===== src/rtl/fetch_controller_if.sv =====
// Bus bundle between the fetch controller, instruction memory and stage 2.
// The master side is the fetch controller itself.
interface fetch_if #(
    parameter int ADDR_WIDTH = 12,
    parameter int DATA_WIDTH = 32
);
    logic                  jmp;
    logic [ADDR_WIDTH-1:0] offset;
    logic                  stall;
    logic                  imem_req;
    logic [ADDR_WIDTH-1:0] imem_addr;
    logic                  imem_ready;
    logic [DATA_WIDTH-1:0] imem_rdata;
    logic [ADDR_WIDTH-1:0] pc_out;
    logic [DATA_WIDTH-1:0] inst_out;
    logic [ADDR_WIDTH-1:0] inst_pc;
    logic                  inst_valid;

    modport master (
        input  jmp, offset, stall, imem_ready, imem_rdata,
        output imem_req, imem_addr, pc_out, inst_out, inst_pc, inst_valid
    );

    modport slave (
        output jmp, offset, stall, imem_ready, imem_rdata,
        input  imem_req, imem_addr, pc_out, inst_out, inst_pc, inst_valid
    );
endinterface


===== src/rtl/fetch_controller.sv =====
// Stage-1 fetch sequencer: PC register, single-outstanding instruction memory
// requests and a one-entry output register toward stage 2 with jump flushing.
module fetch_controller #(
    parameter int                    ADDR_WIDTH = 12,
    parameter int                    DATA_WIDTH = 32,
    parameter int                    PC_STEP    = 4,
    parameter logic [ADDR_WIDTH-1:0] RESET_PC   = '0
) (
    input  logic     clk,
    input  logic     rst,
    fetch_if.master  bus
);
    localparam logic [ADDR_WIDTH-1:0] STEP = ADDR_WIDTH'(PC_STEP);

    typedef enum logic [1:0] {
        S_IDLE,
        S_ISSUE,
        S_WAIT,
        S_DRAIN
    } state_t;

    state_t                state_q, state_d;
    logic [ADDR_WIDTH-1:0] pc_q, pc_d;
    logic [ADDR_WIDTH-1:0] inst_pc_q, inst_pc_d;
    logic [DATA_WIDTH-1:0] inst_q, inst_d;
    logic                  valid_q, valid_d;
    logic                  req;
    logic                  load;
    logic                  redirect;

    always_ff @(posedge clk or posedge rst) begin
        if (rst) begin
            state_q   <= S_IDLE;
            pc_q      <= RESET_PC;
            inst_pc_q <= '0;
            inst_q    <= '0;
            valid_q   <= 1'b0;
        end else begin
            state_q   <= state_d;
            pc_q      <= pc_d;
            inst_pc_q <= inst_pc_d;
            inst_q    <= inst_d;
            valid_q   <= valid_d;
        end
    end

    always_comb begin
        state_d  = state_q;
        req      = 1'b0;
        load     = 1'b0;
        redirect = bus.jmp && (state_q != S_IDLE);
        case (state_q)
            S_IDLE:  state_d = S_ISSUE;
            S_ISSUE: begin
                // Issue only when the output slot will be free by the time data returns.
                if (!bus.jmp && (!valid_q || !bus.stall)) begin
                    req     = 1'b1;
                    state_d = S_WAIT;
                end
            end
            S_WAIT: begin
                if (bus.imem_ready) begin
                    load    = !bus.jmp;
                    state_d = S_ISSUE;
                end else if (bus.jmp) begin
                    state_d = S_DRAIN;
                end
            end
            S_DRAIN: begin
                if (bus.imem_ready) begin
                    state_d = S_ISSUE;
                end
            end
            default: state_d = S_IDLE;
        endcase

        pc_d = pc_q;
        if (redirect) begin
            pc_d = pc_q + bus.offset;
        end else if (load) begin
            pc_d = pc_q + STEP;
        end

        inst_d    = inst_q;
        inst_pc_d = inst_pc_q;
        if (load) begin
            inst_d    = bus.imem_rdata;
            inst_pc_d = pc_q;
        end

        // Flush beats reload beats consume.
        valid_d = valid_q;
        if (redirect) begin
            valid_d = 1'b0;
        end else if (load) begin
            valid_d = 1'b1;
        end else if (valid_q && !bus.stall) begin
            valid_d = 1'b0;
        end
    end

    assign bus.imem_req   = req;
    assign bus.imem_addr  = pc_q;
    assign bus.pc_out     = pc_q;
    assign bus.inst_out   = inst_q;
    assign bus.inst_pc    = inst_pc_q;
    assign bus.inst_valid = valid_q;
endmodule


===== src/flat_wrapper.sv =====
// flat-port wrapper written by rule: the top's interface ports become plain ports
module fetch_controller_flat 
#(
    parameter int                    ADDR_WIDTH = 12,
    parameter int                    DATA_WIDTH = 32,
    parameter int                    PC_STEP    = 4,
    parameter logic [ADDR_WIDTH-1:0] RESET_PC   = '0
)
  (clk, rst, bus_jmp, bus_offset, bus_stall, bus_imem_ready, bus_imem_rdata, bus_imem_req, bus_imem_addr, bus_pc_out, bus_inst_out, bus_inst_pc, bus_inst_valid);
  fetch_if #(.ADDR_WIDTH(ADDR_WIDTH), .DATA_WIDTH(DATA_WIDTH)) bus_i ();
  input  logic clk;
  input  logic rst;
  input wire logic [$bits(bus_i.jmp)-1:0] bus_jmp;
  input wire logic [$bits(bus_i.offset)-1:0] bus_offset;
  input wire logic [$bits(bus_i.stall)-1:0] bus_stall;
  input wire logic [$bits(bus_i.imem_ready)-1:0] bus_imem_ready;
  input wire logic [$bits(bus_i.imem_rdata)-1:0] bus_imem_rdata;
  output wire logic [$bits(bus_i.imem_req)-1:0] bus_imem_req;
  output wire logic [$bits(bus_i.imem_addr)-1:0] bus_imem_addr;
  output wire logic [$bits(bus_i.pc_out)-1:0] bus_pc_out;
  output wire logic [$bits(bus_i.inst_out)-1:0] bus_inst_out;
  output wire logic [$bits(bus_i.inst_pc)-1:0] bus_inst_pc;
  output wire logic [$bits(bus_i.inst_valid)-1:0] bus_inst_valid;
  assign bus_i.jmp = bus_jmp;
  assign bus_i.offset = bus_offset;
  assign bus_i.stall = bus_stall;
  assign bus_i.imem_ready = bus_imem_ready;
  assign bus_i.imem_rdata = bus_imem_rdata;
  assign bus_imem_req = bus_i.imem_req;
  assign bus_imem_addr = bus_i.imem_addr;
  assign bus_pc_out = bus_i.pc_out;
  assign bus_inst_out = bus_i.inst_out;
  assign bus_inst_pc = bus_i.inst_pc;
  assign bus_inst_valid = bus_i.inst_valid;
  fetch_controller #(.ADDR_WIDTH(ADDR_WIDTH), .DATA_WIDTH(DATA_WIDTH), .PC_STEP(PC_STEP), .RESET_PC(RESET_PC)) u_core (.clk(clk), .rst(rst), .bus(bus_i));
endmodule

===== config.mk =====
export PLATFORM = sky130hd
export DESIGN_NAME = fetch_controller_flat
export DESIGN_NICKNAME = d
export VERILOG_FILES = /design/src/rtl/fetch_controller_if.sv /design/src/rtl/fetch_controller.sv /design/src/flat_wrapper.sv
export SDC_FILE = /design/constraint.sdc
export NUM_CORES = 1
export LEC_CHECK = 0
export CORE_MARGIN = 4
export CORE_UTILIZATION = 31
export CTS_CLUSTER_SIZE = 40
export DETAILED_ROUTE_END_ITERATION = 7
export PLACE_DENSITY = 0.58
export SLEW_MARGIN = 20
export SYNTH_ARGS = -nofsm -noshare
export SYNTH_HDL_FRONTEND = slang
export SYNTH_SLANG_ARGS = --single-unit

===== constraint.sdc =====
create_clock -name clk -period 2.8 [get_ports clk]
set_input_delay 0.28 -clock clk [delete_from_list [all_inputs] [get_ports clk]]
set_output_delay 0.28 -clock clk [all_outputs]
set_load 0.01 [all_outputs]

======== Word level (Yosys, flattened, before mapping) ========
Index checks and enable logic that the tools add are counted.
cells by class
  muxes and demuxes ....................... 14
  reductions and logical operators ........ 12
  equal/unequal tests ..................... 6
  add/subtract/negate cells ............... 2
operators by type and width
  cell                   number
  $mux 12                2
  $add 12x12->12         1
  $add 12x3->12 const B  1
  $mux 2                 4
  $pmux 2 s4             1
  $mux 1                 7
  $eq 2x2->1 const B     2
  $reduce_bool 2->1      2
  $logic_and 1x1->1      3
  $logic_not 1->1        3
  $ne 3x3->1 const B     1
  $reduce_and 3->1       1
  $reduce_bool 3->1      1
  $eq 2x1->1 const B     1
  $logic_not 2->1        1
  $ne 2x1->1 const B     1
  $ne 2x2->1 const B     1
  $logic_or 1x1->1       1
word-level totals
  output and inout bits ................... 70
  logic and storage cells ................. 39
  register bits ........................... 59

======== Longest topological paths before layout ========
Gate-level depths: netlist of the first run.
  depth after elaboration ................. 5
  mapped depth ............................ 9
  gate-level depth less buffers ........... 8

======== Worst setup path before layout of the first run ========
OpenSTA, ideal clock, no wires.
  path type ............................... flip-flop to flip-flop
  start ................................... register u_core.pc_q[0] (netlist: u_core.bus.imem_addr[0])
  end ..................................... register u_core.pc_q[10] (netlist: u_core.bus.imem_addr[10])
  stages on the path, launching flop included .. 9
  path slack .............................. 0.660 ns
  path buffers ............................ 0
  arrival time ............................ 2.041 ns
  library setup time ...................... 0.099 ns
  path through ............................ dfrtp_1 ha_1 fa_1 a211oi_1 o21bai_1 a21oi_1 a21oi_1 mux2i_1 a311oi_1
between the ends
  longest elaborated chain between the ends .. 3
  elaborated cells on any way between the ends .. 4
  those cells by class .................... 2 x add/sub; 2 x mux
RTL lines
  item                    RTL line                text
  start, declared         fetch_controller.sv:23  logic [ADDR_WIDTH-1:0] pc_q, pc_d;
  start signal, assigned  fetch_controller.sv:40  pc_q <= pc_d;
  $add 12x3->12           fetch_controller.sv:81  pc_d = pc_q + STEP;
  $mux 12                 fetch_controller.sv:80  end else if (load) begin
  $mux 12 (*)             fetch_controller.sv:78  if (redirect) begin
Mark *: on every way between the ends. The rest lies on a longest branch, timed or not. The select of a mux whose other input is x is not followed.
A chain may end at the register's enable or synchronous reset.

======== Worst setup path in the final report of the first run ========
Same ends and word-level chain as after synthesis.

==> results of run 1 <==
==> cell families after synthesis <==
family          synth area share
simple gates              0.2383
flops                     0.4848
compound gates            0.1089
buf+inv                  0.05300
fa+ha+maj                0.07642
xor+xnor                 0.03163
mux                     0.006984
==> cells in the mapped netlist (4+ instances only) <==
cell type / n / area share
sky130_fd_sc_hd__buf_1: 5 / 0.0062
sky130_fd_sc_hd__xnor2_1: 4 / 0.012
sky130_fd_sc_hd__o21ai_0: 9 / 0.015
sky130_fd_sc_hd__a21oi_1: 15 / 0.025
sky130_fd_sc_hd__nand2_1: 145 / 0.18
sky130_fd_sc_hd__buf_4: 12 / 0.030
sky130_fd_sc_hd__xor2_1: 7 / 0.020
sky130_fd_sc_hd__clkbuf_1: 5 / 0.0062
sky130_fd_sc_hd__inv_1: 5 / 0.0062
sky130_fd_sc_hd__dfrtp_1: 59 / 0.48
sky130_fd_sc_hd__nor2b_1: 4 / 0.0082
sky130_fd_sc_hd__nor2_1: 15 / 0.018
sky130_fd_sc_hd__a21o_1: 5 / 0.012
sky130_fd_sc_hd__nand3_1: 7 / 0.012
sky130_fd_sc_hd__ha_1: 17 / 0.070
==> critical path: stages (launching register included) <==
cell                       delay [ns]
sky130_fd_sc_hd__dfrtp_1         0.44
sky130_fd_sc_hd__ha_1            0.27
sky130_fd_sc_hd__fa_1            0.43
sky130_fd_sc_hd__a211oi_1        0.25
sky130_fd_sc_hd__o21bai_1        0.14
sky130_fd_sc_hd__a21oi_1         0.24
sky130_fd_sc_hd__a21oi_1         0.12
sky130_fd_sc_hd__mux2i_1         0.13
sky130_fd_sc_hd__a311oi_1        0.23
==> flip-flops by register name, summed over array words and instances, names as in the netlist <==
register / cells
u_core.bus.inst_valid: 1
u_core.bus.inst_pc: 12
u_core.bus.inst_out: 32
u_core.state_q: 2
u_core.bus.imem_addr: 12
==> power breakdown <==
group / internal [mW] / switching, mW / total, mW
Combinational: 1.41 / 1.18 / 2.59
Clock: 0.431 / 0.340 / 0.771
Sequential: 1.27 / 0.340 / 1.61
==> per-layer routing <==
layer | vias to the layer above | track usage | part of all wire
met5 | - | 0 | 0
met4 | 0 | 0.04658 | 0.0098
met3 | 8 | 0.03191 | 0.063
met2 | 78 | 0.2391 | 0.45
met1 | 1246 | 0.1995 | 0.48
li1 | 1358 | - | -
==> layout make-up <==
type	count	area share
Sequential cell	59	0.3288
Multi-Input combinational cell	263	0.3137
Timing Repair Buffer	123	0.2742
Tap cell	129	0.03594
Clock buffer	11	0.03149
Clock inverter	5	0.01170
Inverter	5	0.004179
==> final timing paths <==
kind,start,endpoint,slack [ns],cells past startpoint
worst min-delay path,rst,u_core.bus.inst_out[20],0.36,2
worst min register to register,u_core.bus.inst_out[3],u_core.bus.inst_out[3],0.47,2
worst max register to register,u_core.bus.imem_addr[0],u_core.bus.imem_addr[10],0.46,8
min in group clk,bus_imem_rdata[20],u_core.bus.inst_out[20],0.47,3
max in group asynchronous,rst,u_core.bus.inst_out[8],1.83,3
worst max-delay path,u_core.bus.imem_addr[0],u_core.bus.imem_addr[10],0.46,8
==> flow_summary.yaml, run 1 <==
sta:
  min_setup_slack_post_route_ns: 0.4646
  grt_setup_unrepaired: "no"
  finalMaxSlewViolations: 0
  setup_total_negative_slack_ns: 0
  period_needed_ns: 2.335
  timing_worst_slew_pin_value_ns: 0.6514
  slew-limit-headroom: 0.5651
  hold_viol: 0
  report.final.setup_viol: 0
  max_clk_rate_mhz: 428.2
  final_min_period_over_clock_period: 0.8341
  fin_worst_hold_slack_ns: 0.3628
  skew_ns: 0.007132
clock_tree:
  ctsRootBufferMaster: "sky130_fd_sc_hd__clkbuf_8"
  ctsHoldBuffers: 0
  clock_tree_from_tritoncts: "built"
  clock_path_buffers: 2
  postCtsSetupBuffers: 0
  clock_slew_at_reported_path_ffs_ns: 0.07
  numClockSinks: 59
  insertion_delay_ns: 0.33
  cts-resized-gates: 0
  cts-htree-levels: 3
  cts_buffers: 9
synthesis:
  synth.cell_area_mm2: 0.003045
  number_of_flops_mapped_to_enable_cells_by_yosys: 0
  postSynthNetCount: 419
  synthDistinctLibCells: 41
  synth_area_per_cell_um2: 8.652
  ys_dominant_reg_cell: "sky130_fd_sc_hd__dfrtp_1"
  synth_seq_area_share: 0.4848
  ys_seq_elements: 59
  postSynthCellCount: 352
  synth-async-reset-ratio: 1.000
  synth-warning-count: 0
floorplan:
  initial_core_util: 0.3235
  die_height_um: 107.1
  rows: 35
  die-width_um: 107.1
  io_pins: 119
  floorplan_die_area_mm2: 0.01147
  core_area_mm2: 0.009415
pwr:
  power_density_mw_per_mm2: 1107
  vdd_ir_drop_max_v: 0.0004053
  power.leakage_nw: 2.118
  post-layout-total-power_mw: 4.973
critical_path:
  required_ns: 3.04
  endpoint_kind: "flop"
  critical_path.max_fanout: 5
  path_class: "flop to flop"
  setup.worst_path.start_class: "flop"
  critPathArrivalTime_ns: 2.57
layout:
  finish.instance_area_mm2: 0.004491
  post_route_cells_drive_above_1_share: 0.05365
  regArea_mm2: 0.001476
  stdcell_count: 595
  final_common_cell: "sky130_fd_sc_hd__nand2_1"
  final_core_utilization: 0.4769
  multiInputGateArea_mm2: 0.001409
  diodes: 0
  num-fill-cells: 947
  finish.net_count: 528
  final_cell_mix: "sky130_fd_sc_hd__nand2_1 (145), sky130_fd_sc_hd__clkdlybuf4s50_1 (118), sky130_fd_sc_hd__dfrtp_1 (59), sky130_fd_sc_hd__ha_1 (17)"
  layout-area-overhead-vs-synth_pct: 47.45
placement:
  dpl.hpwl_um: 6183
  io_buffers: 118
  setup_slack_at_placement_ns: 0.2619
  place_area_mm2: 0.004297
  dpl.cell_count: 579
  place_congestion: 0.8001
global_route:
  grt_overflow: 0
  largest_net_degree_at_the_start_of_global_routing: 44
  via_count_of_the_first_global_routing_pass: 2739
  first_pass_grt_wire_length_um: 13690
  number_of_antenna_violations_at_the_first_check_in_global_routing: 0
  global_route.usage.total: 0.1486
routing:
  detail-route-antenna-nets: 0
  wl_cell_um: 14.22
  drt_first_pass_iters: 4
  wirelength_um: 8463
  route.detailed.vias_per_inst: 4.521
  routed-via-count: 2690
  detail_route.drc_violations: 0
  dr.first_iter.drc_count: 120
outcome:
  outcome: "completed"
hold_path:
  min_path_type: "input port to async pin"
flow_run:
  max_cap_viol_count: 0
Note: power is estimated with default switching activity, not from simulation.
==> inputs of run 2 (changes only) <==
--- a/config.mk
+++ b/config.mk
@@ -9,7 +9,7 @@
 export CORE_UTILIZATION = 31
 export CTS_CLUSTER_SIZE = 40
 export DETAILED_ROUTE_END_ITERATION = 7
-export PLACE_DENSITY = 0.58
+export PLACE_DENSITY = 0.61
 export SLEW_MARGIN = 20
 export SYNTH_ARGS = -nofsm -noshare
 export SYNTH_HDL_FRONTEND = slang
==> constraint.sdc (replaced) <==
create_clock -name clk -period 1.9 [get_ports clk]
set_input_delay 0.19 -clock clk [delete_from_list [all_inputs] [get_ports clk]]
set_output_delay 0.19 -clock clk [all_outputs]
set_load 0.01 [all_outputs]
==> run 2 against run 1 <==
  * The run now ends with negative setup slack left
  * Via count rose by 5.4%
  * Utilization increased by 4.3 points
  * Sequential share of layout area fell by 2.7 points
  * Worst setup slack worse by 0.65 ns
  * Cell count increased by 5.5%
  * Total power increased by 65%
  * Clock-buffer cell count stayed put
  * Sequential power grew 40%
  * Clock power increased by 80%
  * First-iteration DRC count is 10% higher
  * Critical path type unchanged
  * Highest routed layer unchanged
==> flow_summary.yaml, run 2 (synthesis results as in run 1) <==
pwr:
  vdd_ir_drop_max_v: 0.0007103
  power.leakage_nw: 2.319
  power_density_mw_per_mm2: 1673
layout:
  final_common_cell: "sky130_fd_sc_hd__nand2_1"
  finish.net_count: 561
  post_route_cells_drive_above_1_share: 0.1483
  final_cell_mix: "sky130_fd_sc_hd__nand2_1 (145), sky130_fd_sc_hd__clkdlybuf4s50_1 (117), sky130_fd_sc_hd__dfrtp_1 (57), sky130_fd_sc_hd__buf_4 (36), sky130_fd_sc_hd__nor2_1 (14)"
  diodes: 0
  largest_register_ff_count: 32
  layout-area-overhead-vs-synth_pct: 60.72
routing:
  route.detailed.vias_per_inst: 4.516
  wl_cell_um: 13.57
  detail_route.drc_violations: 0
  drt_first_pass_iters: 4
  wirelength_um: 8522
  dr.first_iter.drc_count: 132
  routed-via-count: 2836
  detail-route-antenna-nets: 0
critical_path:
  r2r-end: "u_core.bus.imem_addr[7]"
  setup.worst_path.start_class: "flop"
  critical_path.max_fanout: 3
  worst_r2r_startpoint: "u_core.bus.imem_addr[1]"
  required_ns: 2.16
  r2r_cells: 7
  path_class: "flop to flop"
  endpoint_kind: "flop"
  worst-r2r-setup-slack_ns: -0.19
  critPathArrivalTime_ns: 2.35
sta:
  slew-limit-headroom: 0.7661
  min_setup_slack_post_route_ns: -0.1885
  max_clk_rate_mhz: 478.8
  report.final.setup_viol: 6
  final_min_period_over_clock_period: 1.099
  grt_setup_unrepaired: "yes"
  fin_worst_hold_slack_ns: 0.2487
  skew_ns: 0.005658
  timing_worst_slew_pin_value_ns: 0.3508
  setup_total_negative_slack_ns: -0.6325
  hold_viol: 0
  finalMaxSlewViolations: 0
  period_needed_ns: 2.089
clock_tree:
  clock_tree_from_tritoncts: "built"
  insertion_delay_ns: 0.34
  clock_path_buffers: 2
  cts-htree-levels: 3
  clock_slew_at_reported_path_ffs_ns: 0.07
  cts_buffers: 9
  numClockSinks: 59
  ctsRootBufferMaster: "sky130_fd_sc_hd__clkbuf_8"
floorplan:
  rows: 35
  io_pins: 119
  core_area_mm2: 0.009415
  initial_core_util: 0.3235
  die_height_um: 107.1
  die-width_um: 107.1
  floorplan_die_area_mm2: 0.01147
placement:
  io_buffers: 118
  place_congestion: 0.8460
  dpl.hpwl_um: 6494
global_route:
  number_of_antenna_violations_at_the_first_check_in_global_routing: 0
  via_count_of_the_first_global_routing_pass: 2802
  grt_overflow: 0
  largest_net_degree_at_the_start_of_global_routing: 60
  first_pass_grt_wire_length_um: 13940
  global_route.usage.total: 0.1525
flow_run:
  max_cap_viol_count: 0
hold_path:
  min_path_type: "input port to async pin"
outcome:
  outcome: "finished with violations"
  failed_checks: "negative setup slack"
[run 2: changes by cell type in the layout (fill, tap and decap cells not counted), moves of 2 or more]
cell / before / now
sky130_fd_sc_hd__ha_1: 17 / 13
sky130_fd_sc_hd__dfrtp_1: 59 / 57
sky130_fd_sc_hd__a211oi_2: 0 / 2
sky130_fd_sc_hd__buf_4: 4 / 36
sky130_fd_sc_hd__bufinv_16: 1 / 3
sky130_fd_sc_hd__a21oi_1: 15 / 12
sky130_fd_sc_hd__a21oi_2: 0 / 3
sky130_fd_sc_hd__ha_4: 0 / 4
sky130_fd_sc_hd__dfrtp_2: 0 / 2
sky130_fd_sc_hd__a211oi_1: 3 / 1
[run 2: timing repair]
item,4_1_cts,5_1_grt
pin swaps,7,9
buffers inserted,1,2
hold endpoints to repair,0,0
gates resized for setup,6,5
hold buffers,0,0
setup endpoints to repair,7,8
[run 2: power by group]
group	leakage [nW]	switching, mW	internal [mW]
combinational	1.46	2.04	2.50
sequential	0.738	0.376	1.88
clock	0.123	0.491	0.903
total	2.32	2.91	5.28
[run 2: metal layers]
metal / vias up / wire [um] / track usage
met5: - / 0 / 0
met4: 0 / 134 / 0.06393
met3: 12 / 573 / 0.02950
met2: 90 / 3846 / 0.2341
met1: 1312 / 3967 / 0.2096
li1: 1422 / - / -
[run 2: cell type report]
type                    count  area (um2)
repair buffers            156        1490
inverters                   5       18.77
flip-flops and latches     59        1479
multi-input cells         263        1504
fillers                   889        4521
clock inverters             5       100.1
well taps                 129       161.4
clock buffers              11       141.4
[run 2: critical path, stage by stage, from the launching register on]
cell,delay (ns)
sky130_fd_sc_hd__dfrtp_2,0.43
sky130_fd_sc_hd__ha_4,0.25
sky130_fd_sc_hd__a211o_1,0.27
sky130_fd_sc_hd__a211o_1,0.30
sky130_fd_sc_hd__nor2b_1,0.14
sky130_fd_sc_hd__o21ai_1,0.16
sky130_fd_sc_hd__mux2_1,0.33
sky130_fd_sc_hd__a21oi_1,0.14
[run 2: how the worst max path moves through the flow]
stage / slack, ns / start / end
final: -0.19 / u_core.bus.imem_addr[1] / u_core.bus.imem_addr[7]
after global routing: -0.30 / u_core.bus.imem_addr[1] / u_core.bus.imem_addr[10]
after CTS: -0.21 / u_core.bus.imem_addr[1] / u_core.bus.imem_addr[7]
after detailed placement: -0.49 / bus_offset[1] / u_core.bus.imem_addr[7]
after global placement: -0.46 / bus_offset[1] / u_core.bus.imem_addr[7]
after floorplan: -0.12 / u_core.bus.imem_addr[1] / u_core.bus.imem_addr[7]
[run 2: per-stage QoR]
stage | total power [mW] | utilization | setup slack [ns] | cell area [um2] | std cells
floorplan | 4.430 | - | -0.1171 | 3098 | 352
finish | 8.190 | 0.5199 | -0.1885 | 4895 | 628
global placement | 6.644 | 0.4872 | -0.4583 | 4587 | 609
detailed placement | 6.724 | 0.4872 | -0.4852 | 4587 | 609
global route | 8.809 | 0.5199 | -0.2985 | 4895 | 628
CTS | 8.221 | 0.5160 | -0.2064 | 4858 | 626
